### config.mk
export PLATFORM = sky130hd
export DESIGN_NAME = sf2_shift_rotate_pipe
export DESIGN_NICKNAME = d
export VERILOG_FILES = /design/src/rtl/spu_pkg.sv /design/src/rtl/sf2_shift_rotate_alu.sv /design/src/rtl/sf2_shift_rotate_pipe.sv
export SDC_FILE = /design/constraint.sdc
export NUM_CORES = 2
export LEC_CHECK = 0
export CORE_AREA = 2 2 376 378
export DETAILED_ROUTE_END_ITERATION = 6
export DIE_AREA = 0 0 378 380
export SLEW_MARGIN = 20
export SYNTH_ARGS = -nofsm -noshare
export SYNTH_HDL_FRONTEND = slang
export SYNTH_SLANG_ARGS = --single-unit
### constraint.sdc
create_clock -name clk -period 50.6 [get_ports clk]
set_clock_uncertainty 0.05 [all_clocks]
set_input_delay 10.12 -clock clk [delete_from_list [all_inputs] [get_ports clk]]
set_output_delay 10.12 -clock clk [all_outputs]
set_load 0.005 [all_outputs]
### src/rtl/spu_pkg.sv
// Shared types and element helpers for the SPU even-pipe shift/rotate stage.
// Element helpers take the raw 16-bit count and apply the per-op mask themselves.
package spu_pkg;

    localparam int SPU_DATA_W = 128;
    localparam int SPU_ADDR_W = 7;

    typedef enum logic [2:0] {
        SHLH, SHLHI, SHL, SHLI, ROTH, ROTHI, ROT, ROTI
    } op_e;

    typedef struct packed {
        logic                  valid;
        logic [SPU_ADDR_W-1:0] rt;
        logic [SPU_DATA_W-1:0] data;
    } sf2_stage_t;

    // Counts of 16 or more (halfword) / 32 or more (word) clear the element.
    function automatic logic [15:0] shl16(input logic [15:0] x, input logic [15:0] cnt);
        return cnt[4] ? 16'h0000 : (x << cnt[3:0]);
    endfunction

    function automatic logic [31:0] shl32(input logic [31:0] x, input logic [15:0] cnt);
        return cnt[5] ? 32'h0000_0000 : (x << cnt[4:0]);
    endfunction

    function automatic logic [15:0] rot16(input logic [15:0] x, input logic [15:0] cnt);
        logic [31:0] t;
        t = {x, x} << cnt[3:0];
        return t[31:16];
    endfunction

    function automatic logic [31:0] rot32(input logic [31:0] x, input logic [15:0] cnt);
        logic [63:0] t;
        t = {x, x} << cnt[4:0];
        return t[63:32];
    endfunction

endpackage

### src/rtl/sf2_shift_rotate_alu.sv
// Combinational halfword/word shift and rotate, big-endian element numbering.
// Register forms take each element's count from the same slot of rb.
module sf2_shift_rotate_alu
    import spu_pkg::*;
#(
    parameter int DATA_W = SPU_DATA_W
) (
    input  op_e               op,
    input  logic [DATA_W-1:0] ra,
    input  logic [DATA_W-1:0] rb,
    input  logic [6:0]        imm7,
    output logic [DATA_W-1:0] result
);

    logic [15:0] imm_cnt;

    assign imm_cnt = {{9{imm7[6]}}, imm7};

    always_comb begin
        result = '0;
        for (int k = 0; k < DATA_W / 16; k++) begin
            case (op)
                SHLH:    result[DATA_W-1-16*k -: 16] = shl16(ra[DATA_W-1-16*k -: 16], rb[DATA_W-1-16*k -: 16]);
                SHLHI:   result[DATA_W-1-16*k -: 16] = shl16(ra[DATA_W-1-16*k -: 16], imm_cnt);
                ROTH:    result[DATA_W-1-16*k -: 16] = rot16(ra[DATA_W-1-16*k -: 16], rb[DATA_W-1-16*k -: 16]);
                ROTHI:   result[DATA_W-1-16*k -: 16] = rot16(ra[DATA_W-1-16*k -: 16], imm_cnt);
                default: ;
            endcase
        end
        // Word counts live in the low halfword of each rb word.
        for (int k = 0; k < DATA_W / 32; k++) begin
            case (op)
                SHL:     result[DATA_W-1-32*k -: 32] = shl32(ra[DATA_W-1-32*k -: 32], rb[DATA_W-17-32*k -: 16]);
                SHLI:    result[DATA_W-1-32*k -: 32] = shl32(ra[DATA_W-1-32*k -: 32], imm_cnt);
                ROT:     result[DATA_W-1-32*k -: 32] = rot32(ra[DATA_W-1-32*k -: 32], rb[DATA_W-17-32*k -: 16]);
                ROTI:    result[DATA_W-1-32*k -: 32] = rot32(ra[DATA_W-1-32*k -: 32], imm_cnt);
                default: ;
            endcase
        end
    end

endmodule

### src/rtl/sf2_shift_rotate_pipe.sv
// Simple-fixed-2 execution stage: result formed in stage 1, copied down a
// fixed-depth pipe to writeback, with per-stage forwarding taps.
module sf2_shift_rotate_pipe
    import spu_pkg::*;
#(
    parameter int LATENCY = 4,
    // Stage storage uses sf2_stage_t, so these must match the package widths.
    parameter int DATA_W  = SPU_DATA_W,
    parameter int ADDR_W  = SPU_ADDR_W
) (
    input  logic                      clk,
    input  logic                      rst,
    input  logic                      issue_valid,
    input  op_e                       issue_op,
    input  logic [DATA_W-1:0]         issue_ra,
    input  logic [DATA_W-1:0]         issue_rb,
    input  logic [6:0]                issue_imm7,
    input  logic [ADDR_W-1:0]         issue_rt,
    input  logic                      flush,
    output logic [LATENCY-1:0]        fw_valid,
    output logic [LATENCY*ADDR_W-1:0] fw_rt,
    output logic [LATENCY*DATA_W-1:0] fw_data,
    output logic                      wb_valid,
    output logic [ADDR_W-1:0]         wb_rt,
    output logic [DATA_W-1:0]         wb_data
);

    logic [DATA_W-1:0] alu_result;
    logic              accept;
    sf2_stage_t        stage [1:LATENCY];

    sf2_shift_rotate_alu #(.DATA_W(DATA_W)) u_alu (
        .op     (issue_op),
        .ra     (issue_ra),
        .rb     (issue_rb),
        .imm7   (issue_imm7),
        .result (alu_result)
    );

    assign accept = issue_valid && !flush;

    // NOTE: state is updated with non-blocking assignments so every stage samples
    // its predecessor's pre-edge value; blocking here would collapse the pipe.
    always_ff @(posedge clk or posedge rst) begin
        if (rst) begin
            // NOTE: rt/data flops are reset too, so the taps read 0 out of reset
            // rather than X; they are plain registers, not an inferred RAM.
            for (int s = 1; s <= LATENCY; s++) stage[s] <= '0;
        end else begin
            stage[1].valid <= accept;
            if (accept) begin
                stage[1].rt   <= issue_rt;
                stage[1].data <= alu_result;
            end
            for (int s = 2; s <= LATENCY; s++) begin
                // Flush kills everything that lands short of the final stage.
                stage[s].valid <= stage[s-1].valid && (!flush || s == LATENCY);
                if (stage[s-1].valid) begin
                    stage[s].rt   <= stage[s-1].rt;
                    stage[s].data <= stage[s-1].data;
                end
            end
        end
    end

    for (genvar s = 1; s <= LATENCY; s++) begin : g_tap
        assign fw_valid[s-1]                  = stage[s].valid;
        assign fw_rt[(s-1)*ADDR_W +: ADDR_W]   = stage[s].rt;
        assign fw_data[(s-1)*DATA_W +: DATA_W] = stage[s].data;
    end

    assign wb_valid = stage[LATENCY].valid;
    assign wb_rt    = stage[LATENCY].rt;
    assign wb_data  = stage[LATENCY].data;

endmodule

; ---- Yosys cells after proc, flatten, opt, wreduce, memory -nomap -nowiden
; Index checks and enable logic that the tools add are counted.
[totals]
ramBits = 0
latchBits = 0
ff_bits = 544
in_bits = 277
out_inout_bits = 680
n_memories = 0
mem_bits_ro = 0
[classes]
magnitude_cmp = 0
eq_ne = 7
n_shift = 48
addsub = 0
multipliers = 0
muxes = 36
reduce_logical = 5
n_bitwise = 0
div = 0
[op_table]
columns = operator, n
row1 = one-hot mux 16 bit (4 select lines), 8
row2 = one-hot mux 32 bit (4 select lines), 4
row3 = << shifter 32 x 4 -> 32 bit, 16
row4 = << shifter 64 x 5 -> 64 bit, 8
row5 = 2-to-1 mux 16 bit, 16
row6 = 2-to-1 mux 32 bit, 8
row7 = << shifter 16 x 4 -> 16 bit, 16
row8 = << shifter 32 x 5 -> 32 bit, 8
row9 = == test 3 bit (second input constant), 4
row10 = == test 3 x 2 -> 1 bit (second input constant), 2
row11 = == test 3 x 1 -> 1 bit (second input constant), 1
row12 = logical AND 1 bit, 3
row13 = zero test 3 bit, 1
row14 = zero test 1 bit, 1

; ---- Logic depth before layout (Yosys ltp)
[depth]
ltp_word = 4
mapped_depth = 13
depth_no_buf = 8

; ---- Cells and area by module
; Synthesis repeated with hierarchy kept, for this count alone.
[hier_totals]
hier_cells = 6006
area_unflattened_um2 = 56764.4
[by_module_without_submodules]
columns = mod, seq_area_each_um2, n_inst, cells_each, area_each_um2
row1 = sf2_shift_rotate_alu, 0.0, 1, 4722, 35467.8
row2 = sf2_shift_rotate_pipe, 13613.1, 1, 1284, 21296.7

; ---- Least setup slack after synthesis
; No wires, ideal clock.
[synth_path]
path_kind = input to register
start = in issue_op[0]
end = reg stage, in the netlist fw_data[126]
t_arrival_ns = 12.419
required_time_ns = 50.423
setup_slack_ns = 38.004
setup_time_ns = 0.127
path_stages = 10
cell_sequence = buf_2 -> buf_2 -> nand4_2 -> o21ai_2 -> buf_4 -> mux4_2 -> mux2_2 -> mux2_2 -> a221oi_1 -> nor2_1
[synth_between]
elab_chain_cells = 3
[synth_rtl]
columns = item, line
row1 = start: declaration, sf2_shift_rotate_pipe.sv:14  ; input op_e issue_op,
row2 = "== test 3 bit, or another cell as far along", sf2_shift_rotate_alu.sv:22  ; case (op)
row3 = one-hot mux 16 bit (4 select lines), sf2_shift_rotate_alu.sv:22
row4 = one-hot mux 32 bit (4 select lines) *, sf2_shift_rotate_alu.sv:32  ; case (op)
row5 = end: declaration, sf2_shift_rotate_pipe.sv:30  ; sf2_stage_t stage [1:LATENCY];
; Mark *: on every way between the ends. The rest lies on a longest branch, timed or not.
; A chain may end at the register's enable or synchronous reset.

; ---- Worst setup path after layout
[layout_path]
start = in issue_imm7[1]
end = reg stage, in the netlist fw_data[57]
[layout_between]
elab_chain_cells = 4
[layout_rtl]
columns = item, line
row1 = start: declaration, sf2_shift_rotate_pipe.sv:17  ; input logic [6:0] issue_imm7,
row2 = << shifter 16 x 4 -> 16 bit, spu_pkg.sv:20  ; return cnt[4] ? 16'h0000 : (x << cnt[3:0]);
row3 = 2-to-1 mux 16 bit, spu_pkg.sv:20
row4 = one-hot mux 16 bit (4 select lines), sf2_shift_rotate_alu.sv:22
row5 = one-hot mux 32 bit (4 select lines) *, sf2_shift_rotate_alu.sv:32
; Marks and branches as above.

==> metrics list <==
- Share of power burned in the clock network: 0.204
* H-tree depth: 2
- For flop-to-flop paths, the worst setup slack is 48.24 ns.
- The run finished with clean final reports.
- The longest clock path from root to sink contains 3 buffers.
* Iter 0 DRT Violations: 7,199
- In this run the mean area of a mapped cell was 9.36 sq um.
- Fraction of power consumed by combinational cells: 0.480
- Share of the synthesized area in compound gates (AO/OA/AOI/OAI): 0.222
- In this run, post-CTS repair resized a total of 0 instances.
* Number of global-route vias before repair: 52.1k
- Clock tree synthesis inserted a total of 61 buffers.
- The later pin in the worst-skew pair is clocked with a latency of 0.69 ns.
* Worst slew margin: 0.138
* Cell row count: 137
- Leakage power: 26.0 nW
- Synth async-reset ratio: 1.00
- Clk slew on worst S/H paths: 0.07 ns
- Clock tree synthesis found a total of 544 sinks.
- Final net count: 6,497
- In the final layout, the share of cells above drive strength 1 is 0.199.
- The die is 378 um wide.
- The hold violation total from the final report is 0.
- Total Routed Length: 281,000 um
- Startpoint of the lowest-slack register-to-register path: fw_valid[2]$_DFF_PP0_
- The number of antenna violations at the first check in global routing is 21.
- The critical path is of the primary input to flip-flop type.
- Layout-stage area growth over the synthesis result: 19.6%
- Fin crit share: 0.294
* DR DRC count: 0
- In this run, synthesis inferred 0 flip-flops with an integrated enable.
- The worst-case IR drop observed on VDD is 0.0300 mV.
* Endpoint of the most critical setup path: fw_data[57]$_DFFE_PP0P_
* Number of vias per cell: 6.82
* Count of buffers from port buffering: 871
- Setup TNS Final: 0 ns
* Largest family of logic cells by synthesized area: multiplexers
* Sequential power share: 0.316
* Maximum fanout along the worst path: 86
- Detailed placement ended at an HPWL of 206,000 um.
- Overall track demand over capacity in global routing: 0.373
- Setup violations remaining at the end of the flow were counted as 0.
* Fraction of the mapped netlist area in adder cells: 0
- Entering global routing, the biggest net connects 102 pins.
- The number of nets handed over by synthesis was 6,173.
- Worst hold margin: 0.460 ns
- Fin. max-slew vios: 0
- Worst endpoint required time: 51.17 ns
- Unrepaired setup endpoints after global routing: false
- Max-cap violations: 0
* Gate count of the mapped netlist: 5,896
* Worst r2r path cells: 3
* Power per cell area: 35.2 nW/um^2
* Height of the chip: 380 um
- The Yosys step of the flow raised 0 warnings.
- IO Count: 957
- The finished layout holds 8,158 standard cells, fillers aside.
* Class of the worst hold path: flip-flop to flip-flop
- The core region is 139,000 sq um.
* Multiplexer fraction of the synthesized cell area: 0.362
* Post-CTS Setup Repair Bufs: 0
- The worst setup path is launched from a primary input.
* Worst setup path startpoint: issue_imm7[1]
- Switching power share of the total: 0.368
- At the pin with the least slew margin, the transition time is 1.29 ns.
- The initial utilization of the core area, before any placement, comes to 0.396.
- Data arrives at the worst endpoint at 15.43 ns.
- Post-layout minimum cycle time: 14.87 ns
- Of the total synthesized cell area, the portion taken by AND, OR, NAND and NOR gates is 0.0937.
- Overall die area: 144,000 sq um
- TritonCTS built the clock tree.
* Internal Pwr Total: 1.47 mW
- TritonRoute pass-1 iters: 6
- Capturing element type of the critical path: flip-flop
* Highest attainable clock frequency: 0.0673 GHz
* Number of instances in the placed design: 8,032
* Yosys cell types: 93
* Routed len/inst: 34.4 um
- Of the total synthesized cell area, the portion taken by XOR and XNOR cells is 0.
* Most common flop cell mapped by yosys: dfrtp_1
- Quantity of hold-fixing buffers added after cts: 0
- Clock tree root driver cell: clkbuf_16
- Antenna Violating Nets Remaining: 0
- Sequential share of the synthesized area: 0.247
- Routability-driven placement finished with a final weighted congestion of 1.03.
- Psw: 0.856 mW
* Netlist Area Pre-Place: 55,200 sq um
- Leftover overflow at the end of global routing: 0
- Total via count after detailed routing: 55.7k
- First-pass GRT wire length: 394,000 um
- The synthesized design contains 544 register bits.
- Reg-to-Reg End: wb_data[40]$_DFFE_PP0P_
metal layers:
| metal | global-route usage | vias up | share of wire |
|---|---|---|---|
| met5 | 0 | - | 0.00029 |
| met3 | 0.0968 | 698 | 0.11 |
| met2 | 0.561 | 3775 | 0.44 |
| li1 | - | 23400 | - |
| met4 | 0.179 | 14 | 0.056 |
| met1 | 0.496 | 27800 | 0.40 |
power by group through the flow:
stage          logic (mW)  clock network, mW  registers (mW)
2_1_floorplan       0.542                  0           0.697
3_3_place_gp         1.09                  0           0.734
3_5_place_dp         1.10                  0           0.742
4_1_cts              1.10              0.483           0.734
5_1_grt              1.17              0.500           0.754
6_report             1.12              0.474           0.734
cells in the mapped netlist, drive strengths merged (15+ instances only):
library cell	instances	area (sq um)
a21o	32	240
mux4	261	5880
o211ai	45	338
clkbuf	397	1490
o21ai	228	1150
nand2	555	2080
a221oi	156	1390
a211o	15	131
a22oi	102	766
a211oi	116	876
and2	49	307
dfrtp	544	13600
o32ai	30	263
buf	410	2510
nand3	48	253
mux2i	763	7640
nand2b	36	225
inv	46	173
o22ai	224	1400
mux2	572	6440
a22o	84	736
a221o	38	380
a31oi	42	263
o221ai	82	718
nor2	293	1110
or3	26	163
nor3	57	290
nor2b	29	181
o221a	16	180
a2111oi	18	158
a21oi	368	2030
how the worst min path moves through the flow:
stage	from	end	slack (ns)	cells past startpoint
after floorplan	fw_valid[2]$_DFF_PP0_	wb_valid$_DFF_PP0_	0.34	0
after global placement	fw_rt[6]$_DFFE_PP0P_	fw_rt[6]$_DFFE_PP0P_	0.43	2
after detailed placement	fw_rt[3]$_DFFE_PP0P_	fw_rt[3]$_DFFE_PP0P_	0.44	2
after CTS	fw_rt[3]$_DFFE_PP0P_	fw_rt[3]$_DFFE_PP0P_	0.45	2
after global routing	wb_data[13]$_DFFE_PP0P_	wb_data[13]$_DFFE_PP0P_	0.49	1
final	fw_rt[3]$_DFFE_PP0P_	fw_rt[3]$_DFFE_PP0P_	0.46	2
registers in the layout, summed over array words and instances (netlist names):
name,count
wb_data,128
wb_valid,1
fw_rt,21
wb_rt,7
fw_valid,3
fw_data,384
critical path: stages:
cell	delay, ns
clkbuf_8	0.59
buf_4	0.74
and4_1	1.13
a21o_1	0.88
a211oi_1	0.23
o32ai_1	0.79
nor2_1	0.07
a21oi_1	0.33
a2111oi_0	0.24
a21oi_1	0.21
placed cells by master (no fill, tap or decap), types with 30 or more instances in the layout:
| cell | instances |
|---|---|
| clkdlybuf4s50_1 | 855 |
| mux2i_1 | 763 |
| mux2_2 | 570 |
| nand2_1 | 552 |
| dfrtp_1 | 541 |
| a21oi_1 | 338 |
| nor2_1 | 282 |
| mux4_2 | 261 |
| o22ai_1 | 224 |
| o21ai_0 | 208 |
| buf_4 | 196 |
| a221oi_1 | 153 |
| a211oi_1 | 115 |
| a22oi_1 | 102 |
| a22o_1 | 84 |
| o221ai_1 | 82 |
| clkbuf_16 | 61 |
| nor3_1 | 56 |
| nand3_1 | 47 |
| o211ai_1 | 45 |
| and2_1 | 45 |
| a31oi_1 | 42 |
| a221o_1 | 38 |
| nand2b_1 | 35 |
| inv_1 | 35 |
| a21o_1 | 31 |
| o32ai_1 | 30 |
final cells by class:
| type | instances | area, sq um |
|---|---|---|
| multi-input cells | 4498 | 37500 |
| clock buffers | 85 | 1730 |
| flip-flops and latches | 544 | 13600 |
| repair buffers | 1068 | 10200 |
| diodes | 11 | 27.5 |
| well taps | 1876 | 2350 |
| fillers | 13500 | 73200 |
| inverters | 47 | 190 |
| clock inverters | 29 | 387 |
per-stage QoR:
step	power (mW)	utilization	area, sq um	setup slack, ns
2_1_floorplan	1.24	-	55200	25.22
3_3_place_gp	1.83	0.458	63800	35.28
3_5_place_dp	1.84	0.458	63800	35.26
4_1_cts	2.32	0.474	65900	35.95
5_1_grt	2.42	0.474	66000	35.54
6_report	2.32	0.474	66000	35.73
cells by family (layout without fill, tap and decap cells):
group,count (synthesis),count (layout)
other,0,11
AOI/OAI and AO/OA,1736,1736
and+or+nand+nor,1166,1166
muxes,1596,1596
buffers and inverters,854,1229
DFF,544,544
No activity file was read; power rests on OpenSTA's default activity.
